==> src/rtl/hd44780_cmd_sched.sv <==
// Two-requester round-robin scheduler for an HD44780 LCD in 4-bit mode.
// Each accepted byte goes out as two enable-strobed nibbles followed by a busy wait.
module hd44780_cmd_sched #(
    parameter int unsigned SHORT_WAIT = 13,
    parameter int unsigned LONG_WAIT  = 500
) (
    input  logic       clk,
    input  logic       rst,
    input  logic       init_busy,
    input  logic       req0_valid,
    input  logic       req0_rs,
    input  logic [7:0] req0_data,
    output logic       req0_ready,
    input  logic       req1_valid,
    input  logic       req1_rs,
    input  logic [7:0] req1_data,
    output logic       req1_ready,
    output logic       busy,
    output logic       grant_id,
    output logic       e,
    output logic       rs,
    output logic [3:0] db
);

    localparam logic [15:0] ShortW = 16'(SHORT_WAIT);
    localparam logic [15:0] LongW  = 16'(LONG_WAIT);

    typedef enum logic [2:0] {
        StIdle, StSetH, StEH, StHoldH, StSetL, StEL, StHoldL, StWait
    } state_e;

    state_e      state_q, state_d;
    logic        e_q, e_d;
    logic        rs_q, rs_d;
    logic [3:0]  db_q, db_d;
    logic        gid_q, gid_d;
    logic        last_q, last_d;
    logic [15:0] cnt_q, cnt_d;
    logic        cap_rs_q, cap_rs_d;
    logic [7:0]  data_q, data_d;

    logic        sel;
    logic        can_accept;
    logic        accept;
    logic        is_long;

    // Tie goes to whoever did not win last; a lone requester always wins.
    assign sel        = (req0_valid && req1_valid) ? ~last_q : req1_valid;
    assign can_accept = rst && (state_q == StIdle) && !init_busy;
    assign req0_ready = can_accept && req0_valid && !sel;
    assign req1_ready = can_accept && req1_valid && sel;
    assign accept     = req0_ready || req1_ready;

    assign is_long  = !cap_rs_q && (data_q == 8'h01 || data_q == 8'h02 || data_q == 8'h03);

    assign busy     = init_busy || (state_q != StIdle);
    assign grant_id = gid_q;
    assign e        = e_q;
    assign rs       = rs_q;
    assign db       = db_q;

    always_comb begin
        state_d  = state_q;
        e_d      = 1'b0;
        rs_d     = rs_q;
        db_d     = db_q;
        gid_d    = gid_q;
        last_d   = last_q;
        cnt_d    = cnt_q;
        cap_rs_d = cap_rs_q;
        data_d   = data_q;
        unique case (state_q)
            StIdle: begin
                if (accept) begin
                    state_d  = StSetH;
                    cap_rs_d = sel ? req1_rs : req0_rs;
                    data_d   = sel ? req1_data : req0_data;
                    rs_d     = sel ? req1_rs : req0_rs;
                    db_d     = sel ? req1_data[7:4] : req0_data[7:4];
                    gid_d    = sel;
                    last_d   = sel;
                end
            end
            StSetH: begin
                state_d = StEH;
                e_d     = 1'b1;
            end
            StEH:    state_d = StHoldH;
            StHoldH: begin
                state_d = StSetL;
                db_d    = data_q[3:0];
            end
            StSetL: begin
                state_d = StEL;
                e_d     = 1'b1;
            end
            StEL:    state_d = StHoldL;
            StHoldL: begin
                state_d = StWait;
                cnt_d   = is_long ? LongW : ShortW;
            end
            StWait: begin
                cnt_d = cnt_q - 16'd1;
                if (cnt_q == 16'd1) state_d = StIdle;
            end
            default: state_d = StIdle;
        endcase
    end

    always_ff @(posedge clk or negedge rst) begin
        if (!rst) begin
            state_q  <= StIdle;
            e_q      <= 1'b0;
            rs_q     <= 1'b0;
            db_q     <= 4'h0;
            gid_q    <= 1'b0;
            last_q   <= 1'b1;
            cnt_q    <= 16'd0;
            cap_rs_q <= 1'b0;
            data_q   <= 8'h00;
        end else begin
            state_q  <= state_d;
            e_q      <= e_d;
            rs_q     <= rs_d;
            db_q     <= db_d;
            gid_q    <= gid_d;
            last_q   <= last_d;
            cnt_q    <= cnt_d;
            cap_rs_q <= cap_rs_d;
            data_q   <= data_d;
        end
    end

endmodule

==> config.mk <==
export PLATFORM = sky130hd
export DESIGN_NAME = hd44780_cmd_sched
export DESIGN_NICKNAME = d
export VERILOG_FILES = /design/src/rtl/hd44780_cmd_sched.sv
export SDC_FILE = /design/constraint.sdc
export NUM_CORES = 1
export LEC_CHECK = 0
export CELL_PAD_IN_SITES_DETAIL_PLACEMENT = 1
export CELL_PAD_IN_SITES_GLOBAL_PLACEMENT = 1
export CORE_MARGIN = 5
export CORE_UTILIZATION = 40
export CTS_CLUSTER_DIAMETER = 60
export DETAILED_ROUTE_END_ITERATION = 10
export PLACE_DENSITY_LB_ADDON = 0.1
export SETUP_SLACK_MARGIN = 0.2
export SLEW_MARGIN = 20
export SYNTH_ARGS = -nofsm -noshare
export SYNTH_HDL_FRONTEND = slang
export SYNTH_SLANG_ARGS = --single-unit
==> constraint.sdc <==
create_clock -name clk -period 2.6 [get_ports clk]
set_clock_uncertainty 0.15 [all_clocks]
set_input_delay 0.65 -clock clk [delete_from_list [all_inputs] [get_ports clk]]
set_output_delay 0.65 -clock clk [all_outputs]
set_load 0.05 [all_outputs]
### Word-level counts from Yosys, hierarchy flattened

Cells that the tools add are included.
Widths: inputs -> output; s select.

* logic and storage cells: 58
* bits of input ports: 23
* output and inout bits: 10
* bits in registers: 35

* eq/ne operators: 13
* reduce and logical (&&, ||, !) cells: 23
* multiplexer cells: 12
* add/sub/neg operators: 1
* bitwise operators: 1

Operators with widths (number)
* $pmux 16 s2: 1
* $pmux 3 s8: 1
* $eq 16x1->1 const B: 1
* $eq 8x2->1 const B: 2
* $sub 16x1->16 const B: 1
* $eq 3x3->1 const B: 4
* $mux 9: 1
* $eq 8x1->1 const B: 1
* $logic_and 1x1->1: 8
* $mux 4: 2
* $mux 8: 1
* $pmux 4 s2: 1
* $eq 3x2->1 const B: 2
* $mux 3: 2
* $reduce_and 2->1: 3
* $logic_or 1x1->1: 4
* $ne 2x2->1 const B: 2
* $reduce_bool 2->1: 2
* $eq 3x1->1 const B: 1
* $logic_not 1->1: 3
* $logic_not 3->1: 1
* $mux 1: 3
* $reduce_bool 3->1: 1
* $reduce_or 2->1: 1
* $not 1->1: 1

### Logic depth before layout (Yosys ltp)

* depth in word-level cells: 8
* mapped depth: 8
* mapped depth without buffers: 7

### Least setup slack after synthesis

Ideal clock, no wire load.

* path kind: input -> output
* start: input rst
* end: output req0_ready
* path buffers: 0
* slack: 0.070 ns
* stages on the path: 4
* data arrival time: 1.730 ns
* required time: 1.800 ns
* cells stage by stage: inv_1 nor4b_2 nand2_1 nor2_1

* word-level cells in the longest chain between the ends: 4

RTL lines
* from (decl): line 8 `input logic rst,`
* $logic_and 1x1->1 (2 in series): line 49 `assign can_accept = rst && (state_q == StIdle) && !init_busy;`
* $logic_and 1x1->1 (2 in series): line 50 `assign req0_ready = can_accept && req0_valid && !sel;`
* to (decl): line 13 `output logic req0_ready,`

No other way between the ends.

### Final worst setup path

Same ends and word-level chain as after synthesis.

==> results.py <==
metrics = {
    "timing": {
        "finalCritPeriodShare": 0.931,
        "fmax_mhz": 413,
        "final_max_slew_viol_count": 0,
        "worst_pin_slew_ns": 0.700,
        "hold_viol": 0,
        "fin_crit_ns": 2.42,
        "rsz0062_at_grt": "yes",
        "fin_tns_setup_ns": 0,
        "relSlewSlack": 0.530,
        "setup_viol": 0,
        "setup_slack_ns": 0.181,
    },
    "power": {
        "p_total_mw": 2.91,
        "internal_power_mw": 1.67,
        "power_frac_seq": 0.365,
        "clkPwrFrac": 0.173,
        "swShare": 0.428,
        "p_switching_mw": 1.24,
        "p_comb_frac": 0.461,
        "p_leak_nw": 1.06,
        "ir_worst_vdd_uv": 560,
        "p_per_area_mw_per_mm2": 1160,
    },
    "critical_path": {
        "crit_chain": "clkdlybuf4s15_2 > inv_2 > nor4b_4 > nand2_1 > nor2_4 > buf_12",
        "max_stage_delay_ns": 0.30,
        "cp.required_ns": 1.80,
        "worstSetupPathType": "primary input to output port",
        "setup.worst_path.end_class": "output port",
        "cp-startpoint": "rst",
        "cp.buffers_inverters": 3,
        "worst-path-max-fanout": 4,
        "worst_setup_path_start_kind": "primary input",
        "slowest_stage": "nor4b_4",
        "crit_arrival_ns": 1.62,
        "cpLargestDelayFamily": "simple AND/OR/NAND/NOR gates",
        "rrSetupSlack_ns": 0.30,
        "r2r_start": "cnt_q[4]",
    },
    "clocking": {
        "cts.htree.levels": 2,
        "numCtsBuffers": 5,
        "cts.sinks": 35,
        "cts_root_buf": "clkbuf_8",
        "cts.hold.buffers_added": 0,
        "clk_pin_slew_ns": 0.08,
        "clock_latency_ns": 0.29,
        "cts_tree": "built",
        "cts_buffer_depth": 2,
    },
    "synth": {
        "synth_cell_type_count": 47,
        "synth_seq_cells": 35,
        "seq_area_frac_synth": 0.470,
        "synth_common_cells": "dfrtp_1, nand2_1, nor2_1",
        "yosys.cell_count.top_type": "dfrtp_1",
        "yosysTopAreaCellShare": 0.455,
        "ys.flop_type": "dfrtp_1",
        "yosys-top-cells-area": "dfrtp_1, mux2i_1, ha_1",
        "synthCells": 187,
        "yosys_warnings": 0,
        "syn_avg_cell_area_um2": 9.99,
        "synth_area_mm2": 0.00187,
        "synth_edf_count": 0,
        "syn-num-nets": 216,
        "yosysTopAreaCell": "dfrtp_1",
        "synth-async-reset-ratio": 1.00,
    },
    "grt": {
        "antenna_found_initial": 0,
        "grt_pass1_vias": 1810,
        "grt_pass1_wl_um": 8710,
        "grt_max_degree": 36,
        "grt.total_usage": 0.179,
        "overflow": 0,
    },
    "status": {
        "outcome": "finished, final reports clean",
    },
    "detailed_routing": {
        "drc_errors": 0,
        "drtPass1Iterations": 4,
        "drtAntennaViolNets": 0,
        "drt_iter0_markers": 54,
        "wl_um": 5170,
        "vias": 1613,
        "post_drt_wl_per_cell_um": 18.2,
        "via_per_inst": 5.66,
    },
    "floorplan": {
        "start_util": 0.420,
        "fp.dieArea_mm2": 0.00614,
        "die_w_um": 78.3,
        "placeableCoreArea_mm2": 0.00444,
        "io_pins": 33,
        "die_h_um": 78.3,
        "rows": 24,
    },
    "placement": {
        "place_hpwl_um": 3830,
        "pre_cts_slack_ns": -0.257,
        "place_congestion": 0.775,
        "io_buffers": 32,
        "place_area_mm2": 0.00232,
    },
    "cells_and_area": {
        "layout.area.seq_um2": 877,
        "diodes": 0,
        "area_growth_pct": 34.4,
        "stdcell_area_mm2": 0.00251,
        "nets": 261,
        "drive_above_1_share": 0.210,
        "multi_input_area_um2": 988,
        "n_fill_cell": 503,
    },
    "hold_path": {
        "min_path_type": "flip-flop to flip-flop",
        "hp-start": "cnt_q[14]",
    },
    "job": {
        "cap_violations": 0,
    },
}
==> power groups by stage <==
stage	clock network (mW)	logic, mW	registers [mW]
5_1_grt	0.543	1.47	1.10
2_1_floorplan	0	0.723	1.16
4_1_cts	0.509	1.35	1.05
3_5_place_dp	0	1.27	1.06
6_report	0.505	1.34	1.06
3_3_place_gp	0	1.19	1.03
==> worst paths after layout <==
kind	end	cells after the start
max in group asynchronous	last_q	2
max	req0_ready	6
min reg2reg	cnt_q[14]	1
max reg2reg	state_q[1]	5
min in group asynchronous	cnt_q[5]	2
min	cnt_q[14]	1
==> logic make-up (layout without fill, tap and decap cells) <==
| kind of cell | count (synthesis) | count (layout) | share of synthesized area |
|---|---|---|---|
| mux | 15 | 15 | 0.0817 |
| flops | 35 | 35 | 0.470 |
| buf+inv | 12 | 58 | 0.0281 |
| fa+ha+maj | 6 | 6 | 0.0402 |
| simple gates | 72 | 72 | 0.209 |
| compound gates | 47 | 47 | 0.171 |
==> final cells by class <==
cell class | count | area share
repair buffers | 44 | 0.177
clock inverters | 3 | 0.0174
multi-input cells | 140 | 0.394
clock buffers | 5 | 0.0274
flip-flops and latches | 35 | 0.349
well taps | 52 | 0.0259
inverters | 6 | 0.00897
==> state kept, by name, summed over array words and instances (netlist names) <==
| name | count |
|---|---|
| grant_id | 1 |
| e | 1 |
| cap_rs_q | 1 |
| last_q | 1 |
| cnt_q | 16 |
| db | 4 |
| data_q | 8 |
| state_q | 3 |
==> repair_timing <==
action | CTS | global route
pin swaps | 3 | 4
buffers inserted | 4 | 0
gates resized for setup | 18 | 3
setup endpoints to repair | 2 | 4
==> per-layer routing <==
| layer | vias up | global-route usage | part of all wire | routed length [µm] |
|---|---|---|---|---|
| met5 | - | 0 | 0 | 0 |
| met2 | 28 | 0.337 | 0.54 | 2770 |
| met3 | 4 | 0.0446 | 0.036 | 187 |
| li1 | 772 | - | - | - |
| met4 | 0 | 0.0402 | 0.0073 | 38 |
| met1 | 809 | 0.202 | 0.42 | 2180 |
==> layout by cell type, fill, tap and decap left out, types with 5 or more instances in the layout <==
cell type,netlist,layout
clkbuf_8,0,5
o21ai_0,15,15
nand3_1,7,7
nor2_1,18,17
clkdlybuf4s50_1,0,25
nand2_1,20,20
mux2i_1,13,13
a21oi_1,8,8
dfrtp_1,34,34
buf_4,1,11
==> per-stage QoR <==
stage	hold slack, ns	utilization	std cells
floorplan	0.204	-	187
global placement	0.306	0.521	273
detailed placement	0.330	0.521	273
CTS	0.337	0.563	285
global route	0.362	0.565	285
finish	0.332	0.565	285
(Power assumes the default switching activity.)
